## config.mk

```make
export PLATFORM = sky130hd
export DESIGN_NAME = seg_scan_decoder
export DESIGN_NICKNAME = d
export VERILOG_FILES = /design/src/rtl/seg_scan_decoder.sv
export SDC_FILE = /design/constraint.sdc
export NUM_CORES = 1
export LEC_CHECK = 0
export ABC_AREA = 1
export ABC_CLOCK_PERIOD_IN_PS = 2900
export BUFFER_PORTS_ARGS = -buffer_cell sky130_fd_sc_hd__buf_2
export CAP_MARGIN = 5
export CORE_AREA = 4 4 81 83
export DETAILED_ROUTE_END_ITERATION = 7
export DIE_AREA = 0 0 85 87
export GPL_TIMING_DRIVEN = 0
export PLACE_DENSITY = 0.68
export SLEW_MARGIN = 25
export SYNTH_ARGS = -nofsm -noshare
export SYNTH_HDL_FRONTEND = slang
export SYNTH_SLANG_ARGS = --single-unit
export TNS_END_PERCENT = 50
```

## constraint.sdc

```tcl
create_clock -name clk -period 2.9 [get_ports clk]
set_input_delay 0.145 -clock clk [delete_from_list [all_inputs] [get_ports clk]]
set_output_delay 0.145 -clock clk [all_outputs]
set_load 0.02 [all_outputs]
```

## src/rtl/seg_scan_decoder.sv

```systemverilog
// seg_scan_decoder
//   Snoops a multiplexed, active-low 7-segment bus and rebuilds the value shown on
//   each digit. A sample {an, seg} must hold steady for STABLE consecutive clock
//   edges before it is committed, which filters out scan glitches. A committed
//   pattern is decoded to a digit value, a blank, or an illegal code.
//   Optional feature: define HEX_DECODE_EN to also decode the hex letters A..F.
//   Without it, those six patterns count as illegal.
module seg_scan_decoder #(
  parameter int NDIG   = 4,
  parameter int IDXW   = 2,
  parameter int STABLE = 3
) (
  input  logic                clk,
  input  logic                rst,
  input  logic [6:0]          seg,
  input  logic [NDIG-1:0]     an,
  output logic [4*NDIG-1:0]   digits,
  output logic [NDIG-1:0]     valid,
  output logic [NDIG-1:0]     err,
  output logic                upd,
  output logic [IDXW-1:0]     upd_idx
);

  localparam int         SW       = NDIG + 7;
  localparam logic [3:0] STABLE_C = 4'(STABLE);

  typedef enum logic [1:0] {
    PAT_DIGIT,
    PAT_BLANK,
    PAT_ILLEGAL
  } pat_kind_e;

  typedef struct packed {
    pat_kind_e  kind;
    logic [3:0] value;
  } pat_t;

  // Map an active-low segment pattern (a..g from MSB to LSB) to a digit value.
  function automatic pat_t decode_seg(input logic [6:0] s);
    pat_t p;
    p.kind  = PAT_DIGIT;
    p.value = 4'hF;
    case (s)
      7'b0000001: p.value = 4'h0;
      7'b1001111: p.value = 4'h1;
      7'b0010010: p.value = 4'h2;
      7'b0000110: p.value = 4'h3;
      7'b1001100: p.value = 4'h4;
      7'b0100100: p.value = 4'h5;
      7'b0100000: p.value = 4'h6;
      7'b0001111: p.value = 4'h7;
      7'b0000000: p.value = 4'h8;
      7'b0001100: p.value = 4'h9;
`ifdef HEX_DECODE_EN
      7'b0001000: p.value = 4'hA;
      7'b1100000: p.value = 4'hB;
      7'b0110001: p.value = 4'hC;
      7'b1000010: p.value = 4'hD;
      7'b0110000: p.value = 4'hE;
      7'b0111000: p.value = 4'hF;
`endif
      7'b1111111: p.kind  = PAT_BLANK;
      default:    p.kind  = PAT_ILLEGAL;
    endcase
    return p;
  endfunction

  logic [SW-1:0]       prev_q;
  logic [3:0]          run_q, run_d;
  logic [4*NDIG-1:0]   digits_q;
  logic [NDIG-1:0]     valid_q, err_q;
  logic                upd_q;
  logic [IDXW-1:0]     upd_idx_q, idx_d;

  logic [SW-1:0]       sample;
  logic                legal, same, commit;
  pat_t                pat;

  assign sample = {an, seg};
  assign legal  = $onehot(~an);
  assign same   = (sample == prev_q);
  assign pat    = decode_seg(seg);

  // Stability counter: advance on a repeated legal sample, restart on any change,
  // and commit only on the edge where the run first reaches STABLE.
  always_comb begin
    // NOTE: every signal gets a default first so no path leaves it unassigned (no latch).
    run_d  = 4'd0;
    commit = 1'b0;
    if (legal) begin
      if (same && run_q != 4'd0)
        run_d = (run_q >= STABLE_C) ? STABLE_C : run_q + 4'd1;
      else
        run_d = 4'd1;
      commit = (run_d == STABLE_C) && !(same && run_q == STABLE_C);
    end
  end

  // Index of the single active (low) anode bit.
  always_comb begin
    idx_d = '0;
    for (int i = 0; i < NDIG; i++)
      if (!an[i]) idx_d = IDXW'(i);
  end

  // Sample history, run counter and per-digit result registers.
  always_ff @(posedge clk or posedge rst) begin
    if (rst) begin
      prev_q    <= '1;
      run_q     <= 4'd0;
      digits_q  <= '1;
      valid_q   <= '0;
      err_q     <= '0;
      upd_q     <= 1'b0;
      upd_idx_q <= '0;
    end else begin
      // NOTE: non-blocking assignments so every register updates from pre-edge values.
      prev_q <= sample;
      run_q  <= run_d;
      upd_q  <= commit;
      if (commit) upd_idx_q <= idx_d;
      for (int i = 0; i < NDIG; i++) begin
        if (commit && !an[i]) begin
          digits_q[4*i +: 4] <= (pat.kind == PAT_DIGIT) ? pat.value : 4'hF;
          valid_q[i]         <= (pat.kind == PAT_DIGIT);
          err_q[i]           <= (pat.kind == PAT_ILLEGAL);
        end
      end
    end
  end

  assign digits  = digits_q;
  assign valid   = valid_q;
  assign err     = err_q;
  assign upd     = upd_q;
  assign upd_idx = upd_idx_q;

endmodule

```

==> results of run 1 <==
## worst paths after layout
check	to	slack (ps)	start	depth (start not counted)
min in group asynchronous	run_q[3]	340	rst	3
setup / recovery	digits[14]	190	an[0]	14
max in group asynchronous	prev_q[7]	2050	rst	4
setup reg to reg	valid[2]	1070	prev_q[2]	11
hold reg to reg	digits[12]	460	digits[12]	2
hold / removal	prev_q[8]	10	an[1]	1
## kinds of logic after synthesis
family / Yosys count
compound gates: 3
xor+xnor: 2
fa+ha+maj: 5
buf+inv: 40
flops: 42
other cells: 1
simple gates: 200
## registers in the layout, summed over array words and instances, names as in the netlist
signal / flops
digits: 16
err: 4
prev_q: 11
run_q: 4
upd: 1
upd_idx: 2
valid: 4
## area by class of cell
cell class / instances / area share [%]
buffer: 3 / 1.08
clock buffer: 5 / 2.47
clock inverter: 3 / 0.764
inverter: 37 / 4.99
multi-input combinational: 212 / 36.2
sequential: 42 / 39.0
tap: 75 / 3.37
timing repair buffer: 53 / 12.1
## layout by cell type (no fill, tap or decap), drive strengths merged
master,n
clkbuf,5
inv,37
dfstp,27
a21oi,1
nor2,26
dlygate4sd3,10
nor3,8
clkinvlp,1
xnor2,2
nand3b,1
buf,46
conb,2
ha,4
nand4,7
clkinv,2
nand3,37
nor4,1
dfrtp,15
nor3b,1
a22oi,1
nand2,119
fa,1
o21ai,1
## per-layer routing
metal	share of wire [%]	vias up
met5	0	-
met4	1.5	0
met3	4.1	8
met2	50	37
met1	45	955
li1	-	1033
## power groups by stage
stage / logic, mW / clock network [mW] / registers (mW)
after floorplan: 0.0902 / 0 / 0.629
final: 0.155 / 0.377 / 0.617
after detailed placement: 0.142 / 0 / 0.627
after CTS: 0.153 / 0.395 / 0.617
after global routing: 0.178 / 0.427 / 0.620
after global placement: 0.134 / 0 / 0.626
## cell usage after synthesis
master,instances,share of area (%)
a21oi_1,1,0.22
a22oi_1,1,0.33
buf_4,1,0.33
buf_6,2,1.0
conb_1,1,0.17
dfrtp_1,15,17
dfstp_2,27,32
fa_1,1,0.89
ha_1,4,2.2
inv_1,29,4.8
inv_2,8,1.3
nand2_1,119,20
nand3_1,34,7.6
nand3_2,3,1.3
nand3b_1,1,0.33
nand4_1,6,1.7
nand4_2,1,0.56
nor2_1,21,3.5
nor2_2,1,0.28
nor2_4,4,2.0
nor3_1,8,1.8
nor3b_1,1,0.33
nor4_1,1,0.28
o21ai_0,1,0.22
xnor2_1,2,0.78
## stage by stage
| stage | worst slack [ps] | cells |
|---|---|---|
| 2_1_floorplan | 703 | 294 |
| 3_3_place_gp | 362 | 408 |
| 3_5_place_dp | 326 | 409 |
| 4_1_cts | 87.6 | 427 |
| 5_1_grt | 63.7 | 430 |
| 6_report | 191 | 430 |
## timing repair
action	4_1_cts	5_1_grt
hold buffers	10	0
setup endpoints to repair	0	23
buffers inserted	0	3
endpoints found under the hold margin	11	0
gates resized for setup	0	2
==> run_results.csv, run 1 <==
group,metric,value,unit
worst_setup_path,cp.required,3140,ps
sta,hold_viol_final,0,
global_routing,antenna_found_initial,0,
worst_setup_path,cp-start-kind,"primary input",
cells_and_area,drive_above_1_share,28.5,%
sta,worst_slew_pin_slew,624,ps
sta,layout_min_cycle_time,2710,ps
sta,setup_viol,0,
sta,timing.final.crit_share,93.4,%
logic_synthesis,synth-xor-area-share,0.778,%
power,switching_share,27.5,%
logic_synthesis,synthAdderAreaFrac,3.11,%
global_routing,grt_start_max_net_pins,32,
clock_tree,clk_latency,290,ps
worst_setup_path,crit_path_end_kind,"flop",
power,leakagePower,1.54,nW
global_routing,grtUsageTotal,15.1,%
global_routing,grtUsageMet3,2.93,%
detailed_routing,ant_nets,0,
cells_and_area,multi_input_area,1010,µm²
power,seqPwrFrac,53.7,%
clock_tree,cts.sinks,42,
cells_and_area,final_util,47.6,%
cells_and_area,num_antenna_cells,0,
sta,finalMaxSlewViolations,0,
power,p_switching,316,µW
clock_tree,clk_path_buf_depth,2,
worst_setup_path,cp_max_fo,10,
cells_and_area,nFillCells,612,
cells_and_area,seq_area,1080,µm²
logic_synthesis,ys_ff_latch,42,
clock_tree,cts_tree,"yes",
logic_synthesis,ys_warn_count,0,
power,max-vdd-ir-drop,0.268,mV
detailed_routing,num_vias,2033,
logic_synthesis,synth_cells,293,
placement,port_buffers,39,
logic_synthesis,syn_area,2250,µm²
hold_path,hp-class,"in2reg",
global_routing,grt.overflow.total,0,
detailed_routing,dr.first_iter.drc_count,97,
flow_run,maxCapViolCount,0,
cells_and_area,stdcell_area,2780,µm²
die,die_w,85,µm
global_routing,busiest_layer,"met2",
die,pin_count,40,
placement,place_congestion,0.849,
power,fin_total_pwr,1.15,mW
die,start_util,38.5,%
cells_and_area,syn2layout_area_growth,23.7,%
worst_setup_path,critical-path-top-delay-family,"adder cells",
worst_setup_path,slowest_stage,"fa_1",
power,powerDensity,413,nW/µm²
global_routing,grt_use_met2,25.1,%
placement,dpl.hpwl,3900,µm
sta,skew,7.30,ps
global_routing,grt_pass1_wl,9050,µm
logic_synthesis,synth_area_per_cell,7.68,µm²
logic_synthesis,synth-simple-area-share,39.5,%
die,fp.dieArea,7400,µm²
status,outcome,"complete, no violations",
clock_tree,h-tree-depth,2,
worst_setup_path,cp_data_arrival_time,2950,ps
logic_synthesis,synth_mux_area_share,0,%
sta,whs,14.1,ps
die,fp.dieH,87,µm
logic_synthesis,synth_top_family_by_area,"simple AND/OR/NAND/NOR gates",
sta,max_freq,369,MHz
power,p_int,833,µW
placement,post_dp_cell_area,2560,µm²
global_routing,grt_pass1_vias,2015,
logic_synthesis,seq_area_frac_synth,48.2,%
sta,max_slew_margin,58.0,%
global_routing,use_met1,20.1,%
logic_synthesis,synth_compound_area_share,0.778,%
worst_setup_path,timing.critical_path.cells,"dlygate4sd3_1, buf_2, fa_1, inv_1, ha_1, ha_1, nor3_2, nand2_2, inv_1, nand4_2, nor2_4, buf_6, nand3_1, nand2_1",
worst_setup_path,worstSetupPathType,"in2reg",
worst_setup_path,path_buf_inv,5,
sta,finalSetupTns,0,ps
detailed_routing,drc_errors,0,
logic_synthesis,synth_cell_types,25,
clock_tree,clk_pin_slew,80,ps
die,core,5850,µm²
sta,rsz0062_at_grt,"no",
detailed_routing,drt_pass1_iterations,4,
clock_tree,cts-root-buf,"clkbuf_8",
detailed_routing,wl,5100,µm
detailed_routing,viasPerCell,4.73,
worst_setup_path,cp_slowest_stage_delay,530,ps
detailed_routing,wl_per_cell,11.9,µm
cells_and_area,nNetsFinal,372,
power,power.share.combinational,13.4,%
clock_tree,numCtsBuffers,5,
power,clockPowerShare,32.8,%
die,rows,28,
(Power assumes the default switching activity.)
==> run 2, diff against run 1 <==
- PLACE_DENSITY: 0.68 -> 0.7
- REMOVE_ABC_BUFFERS: not set -> 1
- SETUP_SLACK_MARGIN: not set -> 0.4
==> run 2 against run 1 <==
Total power up 9.8%. Via count up 1.1%. Clock-buffer cell count unchanged. Largest cell class unchanged. Wire length up 3.4%. Clock power up 30%. Register-to-register slack worse by 80 ps. Die area unchanged. Critical path depth down 2. Clock skew up 8.4 ps. Highest routed layer unchanged.
==> run_results.csv, run 2 (synthesis results as in run 1) <==
group,metric,value,unit
die,fp.dieArea,7400,µm²
placement,post_dp_cell_area,2530,µm²
power,powerDensity,450,nW/µm²
global_routing,antenna_found_initial,0,
global_routing,grtUsageTotal,14.9,%
worst_setup_path,cp.required,3150,ps
worst_setup_path,slowest_stage,"fa_1",
detailed_routing,wl_per_cell,12.3,µm
cells_and_area,largest_reg_flops,16,
cells_and_area,final_util,47.9,%
detailed_routing,drc_errors,0,
sta,setup_slack,531,ps
power,max-vdd-ir-drop,0.203,mV
cells_and_area,drive_above_1_share,26.9,%
worst_setup_path,crit_cells,12,
die,die_w,85,µm
clock_tree,clk_latency,310,ps
cells_and_area,syn2layout_area_growth,24.5,%
sta,worst_slew_pin_slew,782,ps
status,outcome,"complete, no violations",
global_routing,grt.overflow.total,0,
placement,port_buffers,39,
global_routing,grt_start_max_net_pins,32,
detailed_routing,viasPerCell,4.80,
sta,setup_viol,0,
cells_and_area,final_cell_mix,"nand2_1, buf_2, nand3_1, inv_1, dfstp_2",
clock_tree,numCtsBuffers,5,
worst_setup_path,critical-path-top-delay-family,"simple AND/OR/NAND/NOR gates",
sta,skew,15.7,ps
worst_setup_path,r2r_start,"run_q[0]",
flow_run,maxCapViolCount,0,
sta,layout_min_cycle_time,2370,ps
sta,finalMaxSlewViolations,0,
die,rows,28,
clock_tree,clk_path_buf_depth,2,
sta,rsz0062_at_grt,"yes",
worst_setup_path,rr_endpoint,"valid[3]",
worst_setup_path,worstSetupPathType,"in2reg",
detailed_routing,ant_nets,0,
clock_tree,cts.sinks,42,
placement,dpl.hpwl,3850,µm
clock_tree,cts_tree,"yes",
worst_setup_path,cp_max_fo,12,
power,leakagePower,1.54,nW
detailed_routing,num_vias,2055,
die,pin_count,40,
sta,hold_viol_final,0,
worst_setup_path,timing.critical_path.cells,"buf_2, fa_1, inv_1, ha_1, ha_1, nor3_1, nand2_1, inv_1, nand4_2, nor2_4, nand3_1, nand2_1",
worst_setup_path,cp_slowest_stage_delay,530,ps
sta,max_slew_margin,47.8,%
sta,finalSetupTns,0,ps
worst_setup_path,reg2reg_depth,10,
clock_tree,clk_pin_slew,100,ps
detailed_routing,dr.first_iter.drc_count,124,
cells_and_area,nNetsFinal,370,
worst_setup_path,cp_data_arrival_time,2620,ps
worst_setup_path,rrSetupSlack,990,ps
hold_path,hp-class,"in2reg",
clock_tree,h-tree-depth,2,
cells_and_area,stdcell_area,2800,µm²
die,fp.dieH,87,µm
sta,timing.final.crit_share,81.7,%
cells_and_area,layout_commonest_cell,"nand2_1",
detailed_routing,wl,5270,µm
worst_setup_path,startpoint,"an[0]",
die,start_util,38.5,%
global_routing,grt_pass1_vias,1932,
global_routing,grt_pass1_wl,8800,µm
sta,whs,201,ps
clock_tree,cts-root-buf,"clkbuf_8",
placement,dp_worst_setup_slack,138,ps
placement,place_congestion,0.844,
worst_setup_path,crit_path_end_kind,"flop",
cells_and_area,num_antenna_cells,0,
worst_setup_path,cp-endpoint,"digits[3]",
detailed_routing,drt_pass1_iterations,4,
worst_setup_path,path_buf_inv,3,
worst_setup_path,cp-start-kind,"primary input",
die,core,5850,µm²
sta,max_freq,422,MHz
==> run 2: cell count changes in the layout (fill, tap and decap cells not counted), sizes merged <==
cell / previous run / this run
bufinv: 0 / 1
buf: 46 / 41
clkinv: 2 / 0
dlygate4sd3: 10 / 12
nor2: 26 / 27
inv: 37 / 38
==> run 2: layer usage <==
metal,global-route usage (%),vias to the layer above,wire length [µm]
met1,19.3,951,2300
met2,23.9,57,2540
met5,0,-,0
met4,4.89,0,85
met3,4.16,9,351
li1,-,1038,-
==> run 2: per-stage QoR <==
stage	power (mW)	cells
after CTS	1.27	425
after floorplan	0.719	291
after global placement	0.761	405
after detailed placement	0.770	406
after global routing	1.32	428
final	1.26	428
==> run 2: area by class of cell <==
| type | instances | area [µm²] |
|---|---|---|
| inverters | 37 | 139 |
| repair buffers | 53 | 355 |
| clock buffers | 5 | 68.8 |
| well taps | 75 | 93.8 |
| clock inverters | 3 | 48.8 |
| fillers | 577 | 3050 |
| multi-input cells | 213 | 1010 |
| flip-flops and latches | 42 | 1080 |
==> run 2: what timing repair did <==
| action | CTS | global route |
|---|---|---|
| endpoints found under the setup margin | 0 | 24 |
| gates resized for setup | 0 | 1 |
| hold buffers | 11 | 1 |
| hold endpoints to repair | 11 | 1 |
| buffers inserted | 0 | 1 |
==> run 2: how the worst min path moves through the flow <==
stage	from	slack, ps	endpoint	cells after the start
floorplan	seg[0]	150	prev_q[0]	0
global placement	an[2]	280	prev_q[9]	1
detailed placement	rst	110	valid[1]	2
CTS	an[1]	1	prev_q[8]	1
global route	an[3]	210	digits[12]	4
finish	an[3]	200	digits[12]	4
==> run 2: worst reg2reg max path, stage by stage, from the launching register on <==
cell and delay [ps]:
dfrtp_1 390, inv_1 60, ha_1 200, nand2_1 70
nand2_1 80, nor2_4 170, nand3_1 150, nor2_4 190
nand4_1 300, nand2_1 140, nand2_1 50
==> run 2: power by group <==
part	switching [mW]	total, mW	internal, mW	leakage (nW)
logic	0.101	0.155	0.0539	1.00
clock network	0.227	0.489	0.262	0.0563
registers	0.00859	0.617	0.609	0.485
==> run 3, diff against run 2 <==
- ABC_CLOCK_PERIOD_IN_PS: 2900 -> 2400
- clock period: 2.9 -> 2.4 ns (I/O delays scaled with it)
==> run 3 against run 2 <==
Total power grew 24%. Sequential cell count stayed put. Clock power grew 21%. Wire length up 1.7%. First-iteration DRC count rose by 19%. Combinational power up 45%. Global-route usage is 0.66 points higher. Final area up 5.9%. Sequential share of layout area is 2.2 points lower. Via count increased by 2.0%.
==> run_results.csv, run 3 (synthesis results as in run 1) <==
group,metric,value,unit
status,outcome,"complete, no violations",
cells_and_area,layout_commonest_cell,"nand2_1",
cells_and_area,syn2layout_area_growth,31.9,%
hold_path,hp-class,"in2reg",
cells_and_area,final_cell_mix,"nand2_1, buf_2, nand3_1, dfstp_2, inv_1",
detailed_routing,ant_nets,0,
sta,max_slew_margin,60.1,%
global_routing,grt_use_met2,25.6,%
detailed_routing,drc_errors,0,
die,rows,28,
clock_tree,numCtsBuffers,5,
clock_tree,clk_path_buf_depth,2,
cells_and_area,nNetsFinal,382,
power,max-vdd-ir-drop,0.246,mV
worst_setup_path,cp_slowest_stage_delay,540,ps
detailed_routing,num_vias,2097,
clock_tree,h-tree-depth,2,
power,leakagePower,1.61,nW
flow_run,maxCapViolCount,0,
clock_tree,clk_latency,310,ps
sta,setup_viol,0,
die,die_w,85,µm
cells_and_area,num_antenna_cells,0,
die,pin_count,40,
worst_setup_path,rrSetupSlack,560,ps
clock_tree,cts.sinks,42,
global_routing,grtUsageMet3,3.88,%
die,fp.dieArea,7400,µm²
power,fin_total_pwr,1.56,mW
worst_setup_path,cp_data_arrival_time,2110,ps
sta,hold_viol_final,0,
placement,dpl.hpwl,3850,µm
worst_setup_path,slowest_stage,"fa_1",
sta,layout_min_cycle_time,1910,ps
placement,port_buffers,39,
die,fp.dieH,87,µm
placement,place_congestion,0.844,
global_routing,antenna_found_initial,0,
cells_and_area,largest_reg_flops,16,
sta,finalMaxSlewViolations,0,
die,core,5850,µm²
clock_tree,cts-root-buf,"clkbuf_8",
sta,rsz0062_at_grt,"yes",
worst_setup_path,cp_max_fo,6,
sta,skew,12.5,ps
hold_path,holdPathStages,4,
global_routing,busiest_layer,"met2",
clock_tree,clk_pin_slew,90,ps
worst_setup_path,timing.critical_path.cells,"buf_8, fa_1, inv_2, ha_4, ha_4, nor3_4, nand2_2, nor2_4, nand4_1, nand2_1, nand2_1",
worst_setup_path,cp-start-kind,"primary input",
die,start_util,38.5,%
power,powerDensity,525,nW/µm²
sta,max_freq,523,MHz
sta,timing.final.crit_share,79.6,%
global_routing,grt.overflow.total,0,
detailed_routing,viasPerCell,4.77,
sta,worst_slew_pin_slew,594,ps
global_routing,grtUsageTotal,15.5,%
cells_and_area,final_util,50.7,%
sta,whs,135,ps
detailed_routing,dr.first_iter.drc_count,147,
worst_setup_path,worstSetupPathType,"in2reg",
cells_and_area,drive_above_1_share,31.8,%
global_routing,grt_start_max_net_pins,32,
worst_setup_path,crit_path_end_kind,"flop",
worst_setup_path,cp.required,2600,ps
detailed_routing,drt_pass1_iterations,4,
global_routing,use_met1,20.1,%
global_routing,grt_pass1_vias,1986,
detailed_routing,wl,5360,µm
worst_setup_path,reg2reg_depth,11,
detailed_routing,wl_per_cell,12.2,µm
global_routing,grt_pass1_wl,9160,µm
clock_tree,cts_tree,"yes",
## run 3: cell count changes in the layout (fill, tap and decap cells not counted), sizes merged
cell  before  now
buf       41   53
## run 3: through the flow
step                cell area, µm²  instances  setup slack (ps)  setup TNS, ps
finish                        2970        440               489              0
global route                  2970        440               354              0
CTS                           2890        435               405              0
detailed placement            2530        406              -337          -7930
global placement              2510        405              -273          -6370
floorplan                     2220        291               156              0
## run 3: path summary, 6_finish.rpt
check | endpoint | startpoint
setup / recovery | err[0] | an[3]
hold / removal | digits[1] | an[0]
setup reg to reg | err[0] | prev_q[2]
hold reg to reg | digits[12] | digits[12]
max in group asynchronous | prev_q[10] | rst
min in group asynchronous | valid[1] | rst
## run 3: worst max-delay path, delay by kind of cell
family                     cells  cell delay (ps)
adders and majority gates      3              950
buffers and inverters          2              150
and+or+nand+nor                6              900
## run 3: power breakdown
| part | internal [mW] | total (mW) | switching, mW |
|---|---|---|---|
| clock | 0.317 | 0.590 | 0.273 |
| combinational | 0.0879 | 0.224 | 0.136 |
| sequential | 0.736 | 0.746 | 0.0107 |
| total | 1.14 | 1.56 | 0.419 |
## run 3: routing by layer
layer  part of all wire, %  vias up
li1                      -     1062
met1                    43      977
met2                    50       50
met3                   5.6        8
met4                   1.6        0
met5                     0        -
## run 3: final cells by class
| cell class | instances | area (µm²) |
|---|---|---|
| inverters | 37 | 139 |
| clock inverters | 3 | 48.8 |
| multi-input cells | 213 | 1070 |
| flip-flops and latches | 42 | 1080 |
| fillers | 554 | 2880 |
| repair buffers | 65 | 464 |
| clock buffers | 5 | 68.8 |
| well taps | 75 | 93.8 |
## run 3: what timing repair did
item                       4_1_cts  5_1_grt
hold buffers                    12        0
setup buffers                    8        5
setup endpoints to repair       27       23
cloned                           1        0
gates resized for setup          7       15
pin swaps                        4       11
hold endpoints to repair        12        0
